===== config.mk =====
export PLATFORM = sky130hd
export DESIGN_NAME = snn_phase_controller_flat
export DESIGN_NICKNAME = d
export VERILOG_FILES = /design/src/rtl/snn_phase_controller_pkg.sv /design/src/rtl/snn_phase_controller_if.sv /design/src/rtl/snn_delay_line.sv /design/src/rtl/snn_phase_controller.sv /design/src/flat_wrapper.sv
export SDC_FILE = /design/constraint.sdc
export NUM_CORES = 1
export LEC_CHECK = 0
export BUFFER_PORTS_ARGS = -buffer_cell sky130_fd_sc_hd__buf_2
export CORE_MARGIN = 2
export CORE_UTILIZATION = 30
export DETAILED_ROUTE_END_ITERATION = 10
export PLACE_DENSITY = 0.56
export SLEW_MARGIN = 20
export SYNTH_ARGS = -nofsm -noshare
export SYNTH_HDL_FRONTEND = slang
export SYNTH_SLANG_ARGS = --single-unit

===== constraint.sdc =====
create_clock -name clk -period 2.6 [get_ports clk]
set_input_delay 0.39 -clock clk [delete_from_list [all_inputs] [get_ports clk]]
set_output_delay 0.39 -clock clk [all_outputs]
set_load 0.05 [all_outputs]

===== src/rtl/snn_phase_controller_pkg.sv =====
// Shared definitions for the SNN phase controller: 3-bit phase encoding.
package snn_ctrl_pkg;

    localparam int unsigned STATE_W = 3;

    typedef enum logic [STATE_W-1:0] {
        ST_IDLE = 3'd0,
        ST_INIT = 3'd1,
        ST_LERN = 3'd2,
        ST_LRST = 3'd3,
        ST_STDP = 3'd4,
        ST_INFR = 3'd5,
        ST_IRST = 3'd6,
        ST_DONE = 3'd7
    } state_t;

endpackage


===== src/rtl/snn_phase_controller_if.sv =====
// Phase handshake between the controller (master) and the neuron channel groups (slave).
interface snn_phase_controller_if #(
    parameter int unsigned N_CH = 8
);
    logic [N_CH-1:0] i_ch_en;
    logic [N_CH-1:0] i_syn_done;
    logic [N_CH-1:0] i_inh_valid;
    logic [N_CH-1:0] i_stdp_done;
    logic            o_init;
    logic            o_run;
    logic            o_rest_run;
    logic            o_stdp_run;

    modport master (
        input  i_ch_en, i_syn_done, i_inh_valid, i_stdp_done,
        output o_init, o_run, o_rest_run, o_stdp_run
    );

    modport slave (
        output i_ch_en, i_syn_done, i_inh_valid, i_stdp_done,
        input  o_init, o_run, o_rest_run, o_stdp_run
    );
endinterface


===== src/rtl/snn_delay_line.sv =====
// Fixed-depth shift register with synchronous clear.
module snn_delay_line #(
    parameter int unsigned WIDTH = 1,
    parameter int unsigned DEPTH = 2
) (
    input  logic             clk,
    input  logic             reset,
    input  logic [WIDTH-1:0] din,
    output logic [WIDTH-1:0] dout
);
    logic [WIDTH-1:0] taps [DEPTH];

    always_ff @(posedge clk) begin
        if (reset) begin
            for (int unsigned i = 0; i < DEPTH; i++) taps[i] <= '0;
        end else begin
            taps[0] <= din;
            for (int unsigned i = 1; i < DEPTH; i++) taps[i] <= taps[i-1];
        end
    end

    assign dout = taps[DEPTH-1];
endmodule


===== src/rtl/snn_phase_controller.sv =====
// Sequences init, learning (run/rest/STDP) and inference phases over the neuron channel groups.
module snn_phase_controller
    import snn_ctrl_pkg::*;
#(
    parameter int unsigned N_CH        = 8,
    parameter int unsigned TS_W        = 11,
    parameter int unsigned LERN_STEPS  = 800,
    parameter int unsigned TOTAL_STEPS = 1200,
    parameter int unsigned SUB_LOG2    = 7,
    parameter int unsigned INH_DLY     = 2
) (
    input  logic                  clk,
    input  logic                  reset,
    input  logic                  i_init,
    input  logic                  i_lern,
    input  logic                  i_infr,
    input  logic                  i_abort,
    snn_phase_controller_if.master ch,
    output logic                  o_cnt_clr,
    output logic                  o_s_lern,
    output logic                  o_s_infr,
    output logic                  o_sub,
    output logic                  o_s_stdp,
    output logic                  o_busy,
    output logic                  o_done,
    output logic [TS_W-1:0]       o_time_step
);
    localparam logic [TS_W-1:0] LERN_TS  = TS_W'(LERN_STEPS);
    localparam logic [TS_W-1:0] TOTAL_TS = TS_W'(TOTAL_STEPS);

    state_t          state_q, state_d;
    logic            entry_q;
    logic            infr_flow_q;
    logic [TS_W-1:0] time_step_q, inf_step_q;
    logic            syn_rdy, inh_rdy, stdp_rdy, inh_d;
    logic            ts_inc, inf_inc;
    logic            init_p, run_p, rest_p, stdp_p;

    // Disabled channels never hold up a phase.
    assign syn_rdy  = &(ch.i_syn_done  | ~ch.i_ch_en);
    assign inh_rdy  = &(ch.i_inh_valid | ~ch.i_ch_en);
    assign stdp_rdy = &(ch.i_stdp_done | ~ch.i_ch_en);

    snn_delay_line #(.WIDTH(1), .DEPTH(INH_DLY)) u_inh_dly (
        .clk   (clk),
        .reset (reset),
        .din   (inh_rdy),
        .dout  (inh_d)
    );

    always_comb begin
        state_d = state_q;
        ts_inc  = 1'b0;
        inf_inc = 1'b0;
        init_p  = 1'b0;
        run_p   = 1'b0;
        rest_p  = 1'b0;
        stdp_p  = 1'b0;
        case (state_q)
            ST_IDLE: begin
                if (i_init)      state_d = ST_INIT;
                else if (i_lern) state_d = ST_LERN;
                else if (i_infr) state_d = ST_INFR;
            end
            ST_INIT: begin
                init_p = entry_q;
                if (syn_rdy) state_d = ST_DONE;
            end
            ST_LERN, ST_LRST: begin
                run_p  = entry_q && (state_q == ST_LERN);
                rest_p = entry_q && (state_q == ST_LRST);
                ts_inc = entry_q;
                if (inh_rdy) state_d = ST_STDP;
            end
            ST_STDP: begin
                stdp_p = entry_q;
                if (stdp_rdy) begin
                    if (time_step_q < LERN_TS)       state_d = ST_LERN;
                    else if (time_step_q == TOTAL_TS) state_d = ST_DONE;
                    else                              state_d = ST_LRST;
                end
            end
            ST_INFR: begin
                run_p   = entry_q | inh_d;
                inf_inc = inh_d;
                if (inf_step_q >= LERN_TS) state_d = ST_IRST;
            end
            ST_IRST: begin
                rest_p  = inh_d;
                inf_inc = inh_d;
                if (inf_step_q == TOTAL_TS) state_d = ST_DONE;
            end
            ST_DONE: state_d = ST_IDLE;
            default: state_d = ST_IDLE;
        endcase
        // Abort wins over every transition and silences the cycle's pulses.
        if (i_abort && state_q != ST_IDLE && state_q != ST_DONE) begin
            state_d = ST_DONE;
            ts_inc  = 1'b0;
            inf_inc = 1'b0;
            init_p  = 1'b0;
            run_p   = 1'b0;
            rest_p  = 1'b0;
            stdp_p  = 1'b0;
        end
    end

    always_ff @(posedge clk) begin
        if (reset) begin
            state_q     <= ST_IDLE;
            entry_q     <= 1'b0;
            infr_flow_q <= 1'b0;
            time_step_q <= '0;
            inf_step_q  <= '0;
        end else begin
            state_q <= state_d;
            entry_q <= (state_d != state_q);
            if (state_q == ST_IDLE) infr_flow_q <= (state_d == ST_INFR);
            // Counters read zero throughout DONE, so clear on the way in.
            if (state_d == ST_DONE || state_q == ST_DONE) begin
                time_step_q <= '0;
                inf_step_q  <= '0;
            end else begin
                if (ts_inc && time_step_q < TOTAL_TS) time_step_q <= time_step_q + 1'b1;
                if (inf_inc && inf_step_q < TOTAL_TS) inf_step_q  <= inf_step_q + 1'b1;
            end
        end
    end

    assign ch.o_init     = init_p;
    assign ch.o_run      = run_p;
    assign ch.o_rest_run = rest_p;
    assign ch.o_stdp_run = stdp_p;

    assign o_cnt_clr   = (state_q == ST_IDLE);
    assign o_busy      = (state_q != ST_IDLE);
    assign o_done      = (state_q == ST_DONE);
    assign o_s_lern    = (state_q == ST_LERN);
    assign o_s_stdp    = (state_q == ST_STDP);
    assign o_s_infr    = (state_q == ST_INFR) || (state_q == ST_IRST);
    assign o_sub       = &time_step_q[SUB_LOG2-1:0];
    assign o_time_step = infr_flow_q ? inf_step_q : time_step_q;
endmodule

===== src/flat_wrapper.sv =====
// flat-port wrapper written by rule: the top's interface ports become plain ports
module snn_phase_controller_flat import snn_ctrl_pkg::*;
#(
    parameter int unsigned N_CH        = 8,
    parameter int unsigned TS_W        = 11,
    parameter int unsigned LERN_STEPS  = 800,
    parameter int unsigned TOTAL_STEPS = 1200,
    parameter int unsigned SUB_LOG2    = 7,
    parameter int unsigned INH_DLY     = 2
)
  (clk, reset, i_init, i_lern, i_infr, i_abort, o_cnt_clr, o_s_lern, o_s_infr, o_sub, o_s_stdp, o_busy, o_done, o_time_step, ch_i_ch_en, ch_i_syn_done, ch_i_inh_valid, ch_i_stdp_done, ch_o_init, ch_o_run, ch_o_rest_run, ch_o_stdp_run);
  snn_phase_controller_if #(.N_CH(N_CH)) ch_i ();
  input  logic clk;
  input  logic reset;
  input  logic i_init;
  input  logic i_lern;
  input  logic i_infr;
  input  logic i_abort;
  output logic o_cnt_clr;
  output logic o_s_lern;
  output logic o_s_infr;
  output logic o_sub;
  output logic o_s_stdp;
  output logic o_busy;
  output logic o_done;
  output logic [TS_W-1:0] o_time_step;
  input wire logic [$bits(ch_i.i_ch_en)-1:0] ch_i_ch_en;
  input wire logic [$bits(ch_i.i_syn_done)-1:0] ch_i_syn_done;
  input wire logic [$bits(ch_i.i_inh_valid)-1:0] ch_i_inh_valid;
  input wire logic [$bits(ch_i.i_stdp_done)-1:0] ch_i_stdp_done;
  output wire logic [$bits(ch_i.o_init)-1:0] ch_o_init;
  output wire logic [$bits(ch_i.o_run)-1:0] ch_o_run;
  output wire logic [$bits(ch_i.o_rest_run)-1:0] ch_o_rest_run;
  output wire logic [$bits(ch_i.o_stdp_run)-1:0] ch_o_stdp_run;
  assign ch_i.i_ch_en = ch_i_ch_en;
  assign ch_i.i_syn_done = ch_i_syn_done;
  assign ch_i.i_inh_valid = ch_i_inh_valid;
  assign ch_i.i_stdp_done = ch_i_stdp_done;
  assign ch_o_init = ch_i.o_init;
  assign ch_o_run = ch_i.o_run;
  assign ch_o_rest_run = ch_i.o_rest_run;
  assign ch_o_stdp_run = ch_i.o_stdp_run;
  snn_phase_controller #(.N_CH(N_CH), .TS_W(TS_W), .LERN_STEPS(LERN_STEPS), .TOTAL_STEPS(TOTAL_STEPS), .SUB_LOG2(SUB_LOG2), .INH_DLY(INH_DLY)) u_core (.clk(clk), .reset(reset), .i_init(i_init), .i_lern(i_lern), .i_infr(i_infr), .i_abort(i_abort), .ch(ch_i), .o_cnt_clr(o_cnt_clr), .o_s_lern(o_s_lern), .o_s_infr(o_s_infr), .o_sub(o_sub), .o_s_stdp(o_s_stdp), .o_busy(o_busy), .o_done(o_done), .o_time_step(o_time_step));
endmodule

==> results of run 1 <==
[cell type report]
class / count / area (um2) / share of cell area
Clock buffer: 7 / 96.3 / 0.0356
Clock inverter: 1 / 5.00 / 0.00185
Inverter: 13 / 48.8 / 0.0180
Multi-Input combinational cell: 211 / 1510 / 0.558
Sequential cell: 29 / 581 / 0.215
Tap cell: 99 / 124 / 0.0458
Timing Repair Buffer: 62 / 343 / 0.127
[kinds of logic after synthesis]
| kind of cell | share of synthesized area |
|---|---|
| and+or+nand+nor | 0.300 |
| AOI/OAI and AO/OA | 0.232 |
| DFF | 0.259 |
| buffers and inverters | 0.0670 |
| xor gates and xnor gates | 0.0743 |
| muxes | 0.0447 |
| adders and majority gates | 0.0223 |
[cells in the final DEF, fill, tap and decap left out, types with 8 or more instances in the layout]
cell,netlist,layout
dfxtp_1,29,29
nand2_1,19,19
nor2_1,16,16
nand2b_1,17,17
a21oi_2,22,22
xnor2_1,11,11
nor2b_1,8,8
mux2_2,8,8
xor2_1,8,8
buf_2,3,59
inv_1,13,13
nand3_1,12,12
a21oi_1,13,13
[stage by stage]
stage / setup slack (ns) / instances / instance area, um2 / utilization / power, uW
global route: 0.125 / 422 / 2710 / 0.373 / 1630
detailed placement: 0.411 / 414 / 2610 / 0.359 / 1140
finish: 0.297 / 422 / 2710 / 0.373 / 1550
floorplan: 0.225 / 267 / 2240 / - / 1010
global placement: 0.402 / 414 / 2610 / 0.359 / 1140
CTS: 0.303 / 422 / 2710 / 0.373 / 1560
[metal layers]
metal  vias to the layer above  GRT usage
li1                       1065          -
met2                        70      0.234
met4                         0     0.0372
met3                         7     0.0351
met1                       962      0.198
met5                         -          0
[state kept, by name, indices dropped and copies added (netlist names)]
signal and flops:
u_core.inf_step_q 11, u_core.state_q 3, u_core.time_step_q 11, u_core.u_inh_dly.taps 2, u_core.entry_q 1, u_core.infr_flow_q 1
[power groups by stage]
| stage | clock (uW) | sequential, uW | combinational [uW] |
|---|---|---|---|
| finish | 410 | 520 | 617 |
| global route | 441 | 527 | 667 |
| CTS | 423 | 518 | 618 |
| detailed placement | 0 | 528 | 616 |
| global placement | 0 | 527 | 613 |
| floorplan | 0 | 489 | 522 |
[path summary, 6_finish.rpt]
kind | start | to | slack [ns]
min reg2reg | u_core.u_inh_dly.taps[0][0] | u_core.u_inh_dly.taps[0][1] | 0.44
max reg2reg | u_core.state_q[1] | u_core.time_step_q[2] | 0.34
max | u_core.state_q[1] | ch_o_stdp_run | 0.30
min | reset | u_core.u_inh_dly.taps[0][0] | 0.39
[worst max-delay path, cell delays in order, from the launching register on]
cell	delay, ns
dfxtp_1	0.71
and3_2	0.33
nand3b_2	0.17
and3_1	0.16
buf_2	0.26
[cell usage after synthesis (all sizes together), types with 5 or more instances]
master / number
xor2: 8
nand2: 20
a31oi: 5
nand2b: 17
nand3: 12
nor3: 5
dfxtp: 29
o21ai: 10
mux2: 8
and3: 7
buf: 10
nor2b: 8
nor2: 16
inv: 13
nor3b: 6
xnor2: 11
a21oi: 35
nand4: 6
==> impl_metrics.json, run 1 <==
{
  "yosysTopAreaCell": "dfxtp_1",
  "fillers": 779,
  "hold_violations": 0,
  "rsz0062_at_grt": "no",
  "drc": 0,
  "synth_edf_count": 0,
  "whs_ns": 0.391,
  "ant_nets": 0,
  "postCtsSetupBuffers": 0,
  "synth_area_per_cell_um2": 8.39,
  "max_slew_margin": 0.595,
  "root_buffer": "clkbuf_8",
  "met1_length_um": 2800,
  "netlist_area_um2": 2240,
  "dr.pass1.iters": 4,
  "worstPathRequired_ns": 2.21,
  "seqPwrFrac": 0.336,
  "drt-total-wl_um": 5830,
  "wire_per_inst_um": 13.8,
  "die-area_um2": 8170,
  "setup_tns_ns": 0,
  "tightest_slew_ns": 0.607,
  "critPathArrivalTime_ns": 1.91,
  "grt_pass1_vias": 2039,
  "skew_ns": 0.00344,
  "slew_viol_final": 0,
  "dr_wl_met2_um": 2630,
  "min_path_cells": 2,
  "syn-num-nets": 309,
  "drive_above_1_share": 0.362,
  "intPower_uw": 921,
  "reg2regPathDepth": 7,
  "hold_class": "in -> reg",
  "grt_util_all_layers": 0.146,
  "path_class": "reg -> out",
  "ios": 60,
  "swShare": 0.405,
  "finalCriticalPeriod_ns": 2.30,
  "status": "finished, final reports clean",
  "crit_path_end_kind": "primary output",
  "cts_hold_buf": 0,
  "vias": 2104,
  "initial_core_util": 0.309,
  "numPortBuffers": 59,
  "p_comb_frac": 0.399,
  "clockPowerShare": 0.265,
  "p_leak_uw": 0.00106,
  "routabilityCongestion": 0.851,
  "clk_pin_slew_ns": 0.06,
  "setup_viol": 0,
  "clock_sinks": 29,
  "ys_async_sr_fraction": 0,
  "grt_pass1_wl_um": 9890,
  "synth_cells": 267,
  "startpoint_type": "flop",
  "dp_hpwl_um": 4470,
  "dr.first_iter.drc_count": 93,
  "htreeDepth": 2,
  "clk_latency_ns": 0.28,
  "syn_to_final_growth_pct": 20.8,
  "numCtsBuffers": 5,
  "die_x_um": 90.4,
  "synth_seq_cells": 29,
  "synthDistinctLibCells": 54,
  "cts_buffer_depth": 2,
  "yosysWarningCount": 0,
  "overflow": 0,
  "fin_crit_sh": 0.886,
  "top_layer_used": "met4",
  "core-area_um2": 7250,
  "synth.top_cell.area_share": 0.259,
  "netSwitchingPower_uw": 626,
  "die_h_um": 90.4,
  "cts_tree": "yes",
  "antenna_found_initial": 0,
  "grt_max_degree": 23,
  "via_per_inst": 4.99,
  "cap_violations": 0,
  "num_rows": 31,
  "path_max_fanout": 19,
  "vdd_drop_max_v": 0.000351,
  "fmax_ghz": 0.434,
  "power.density_nw_per_um2": 572,
  "nNetsFinal": 364,
  "wl_met3_um": 342,
  "synthFlopType": "dfxtp_1",
  "yosysSeqAreaShare": 0.259,
  "cts_resized": 0,
  "diodes": 0,
  "netlist_top_cells_area": "dfxtp_1 (26%), a21oi_2 (8.6%), nand2b_1 (4.7%), xnor2_1 (4.3%), mux2_2 (4.0%)"
}
Note: power is estimated with default switching activity, not from simulation.
==> run 2: changes to the inputs <==
--- a/config.mk
+++ b/config.mk
@@ -6,10 +6,12 @@
 export NUM_CORES = 1
 export LEC_CHECK = 0
 export BUFFER_PORTS_ARGS = -buffer_cell sky130_fd_sc_hd__buf_2
+export CORE_ASPECT_RATIO = 1.2
 export CORE_MARGIN = 2
 export CORE_UTILIZATION = 30
 export DETAILED_ROUTE_END_ITERATION = 10
 export PLACE_DENSITY = 0.56
+export RECOVER_POWER = 100
 export SLEW_MARGIN = 20
 export SYNTH_ARGS = -nofsm -noshare
 export SYNTH_HDL_FRONTEND = slang
==> run 2 against run 1 <==
  * Non-clock buffer count grew 2
  * Wire length up 3.5%
  * Via count grew 0.48%
  * Maximum frequency down 0.23%
  * Core utilization decreased by 1.4 points
  * Clock skew is essentially flat
  * Total power down 5.4%
  * Critical path depth increased by 1
  * Critical endpoint is now ch_o_run
  * Highest routed layer unchanged
==> impl_metrics.json, run 2 (synthesis gave the netlist of run 1 again) <==
{
  "path_max_fanout": 16,
  "setup_tns_ns": 0,
  "postCtsSetupBuffers": 0,
  "final_cell_mix": "buf_2 (39), a21oi_1 (31), dfxtp_1 (29)",
  "grt_util_all_layers": 0.152,
  "dp_hpwl_um": 4660,
  "worstPathRequired_ns": 2.21,
  "power.density_nw_per_um2": 564,
  "die_h_um": 98.7,
  "drc": 0,
  "top_regs": "u_core.inf_step_q x11, u_core.time_step_q x11, u_core.state_q x3",
  "fmax_ghz": 0.433,
  "clk_pin_slew_ns": 0.06,
  "whs_ns": 0.392,
  "diodes": 0,
  "initial_core_util": 0.310,
  "path_class": "reg -> out",
  "reg2reg_from": "u_core.state_q[0]",
  "place_ws_ns": 0.350,
  "fin_ws_ns": 0.292,
  "drive_above_1_share": 0.241,
  "dp_cells": 407,
  "crit_path_end_kind": "primary output",
  "clock_sinks": 29,
  "tightest_slew_ns": 0.614,
  "fin_crit_sh": 0.888,
  "dr.first_iter.drc_count": 58,
  "cts_resized": 0,
  "final_common_cell": "buf_2",
  "rrSetupSlack_ns": 0.30,
  "ant_nets": 0,
  "status": "finished, final reports clean",
  "rsz0062_at_grt": "no",
  "cts_hold_buf": 0,
  "cts_buffer_depth": 2,
  "num_rows": 34,
  "dr.pass1.iters": 4,
  "critPathArrivalTime_ns": 1.92,
  "grt_max_degree": 23,
  "crit_chain": "nand2b_1, nor2_1, nand2_1, a21oi_1, clkbuf_1",
  "reg2regPathDepth": 7,
  "nNetsFinal": 366,
  "grt_pass1_wl_um": 10300,
  "routabilityCongestion": 0.783,
  "via_per_inst": 5.11,
  "cap_violations": 0,
  "slew_viol_final": 0,
  "finalCriticalPeriod_ns": 2.31,
  "vias": 2114,
  "root_buffer": "clkbuf_8",
  "cp_slowest_stage_delay_ns": 0.63,
  "die_x_um": 82.9,
  "drt-total-wl_um": 6040,
  "hold_class": "in -> reg",
  "vdd_drop_max_v": 0.000272,
  "hold_path_end": "u_core.infr_flow_q",
  "htreeDepth": 2,
  "cpMaxStageDelayCell": "dfxtp_1",
  "antenna_found_initial": 0,
  "die-area_um2": 8180,
  "clk_latency_ns": 0.27,
  "skew_ns": 0.00317,
  "syn_to_final_growth_pct": 15.8,
  "wire_per_inst_um": 14.6,
  "worstReg2RegEnd": "u_core.inf_step_q[10]",
  "min_path_cells": 2,
  "setup_viol": 0,
  "instances_no_fill": 414,
  "cpLargestDelayFamily": "flip-flops",
  "core-area_um2": 7230,
  "ios": 60,
  "overflow": 0,
  "p_leak_uw": 0.000989,
  "hold_violations": 0,
  "max_slew_margin": 0.593,
  "cts_tree": "yes",
  "numCtsBuffers": 5,
  "startpoint_type": "flop",
  "min_from": "reset",
  "numPortBuffers": 59,
  "critPathBufInv": 1,
  "grt_pass1_vias": 2112
}
==> run 2: changes by cell type in the layout (fill, tap and decap cells not counted), sizes merged <==
cell | before | now
buf | 62 | 44
clkinv | 1 | 0
clkbuf | 7 | 27
==> run 2: worst reg2reg max path, cell delays in order (launching register included) <==
cell and delay, ns:
dfxtp_1 0.46, or3_1 0.52, nand3b_2 0.17, o21ai_0 0.17, nor4_2 0.45, o21ai_2 0.14
buf_12 0.18, a21oi_1 0.15
==> run 2: power by group <==
group / internal [uW] / leakage, uW / switching [uW]
Sequential: 465 / 0.000235 / 54.4
Clock: 209 / 0.0000443 / 158
Combinational: 204 / 0.000709 / 372
==> run 2: per-layer routing <==
layer,up-vias,track usage,wire length [um],share of wire
met5,-,0,0,0
met4,0,0.0593,104,0.017
met3,8,0.0369,356,0.059
met2,73,0.247,2810,0.47
met1,968,0.195,2760,0.46
li1,1065,-,-,-
==> run 2: area by class of cell <==
| cell class | count | area (um2) |
|---|---|---|
| Inverter | 13 | 48.8 |
| Tap cell | 90 | 113 |
| Fill cell | 801 | 4640 |
| Timing Repair Buffer | 64 | 335 |
| Clock buffer | 7 | 86.3 |
| Sequential cell | 29 | 581 |
| Multi-Input combinational cell | 211 | 1430 |
==> run 2: worst max path at each step <==
| stage | start | endpoint | slack [ns] | depth (start not counted) |
|---|---|---|---|---|
| 2_1_floorplan | u_core.state_q[2] | u_core.inf_step_q[0] | 0.22 | 8 |
| 3_3_place_gp | ch_i_ch_en[4] | u_core.time_step_q[1] | 0.33 | 8 |
| 3_5_place_dp | ch_i_ch_en[4] | u_core.time_step_q[2] | 0.35 | 8 |
| 4_1_cts | u_core.state_q[2] | u_core.time_step_q[1] | 0.37 | 7 |
| 5_1_grt | u_core.state_q[0] | u_core.inf_step_q[3] | 0.11 | 7 |
| 6_report | u_core.state_q[0] | ch_o_run | 0.29 | 5 |
==> run 2: metrics by stage <==
step	power (uW)	util	cell area, um2
after detailed placement	1160	0.361	2610
after global routing	1550	0.359	2590
after floorplan	1010	-	2240
final	1460	0.359	2590
after global placement	1160	0.361	2610
after CTS	1540	0.373	2700
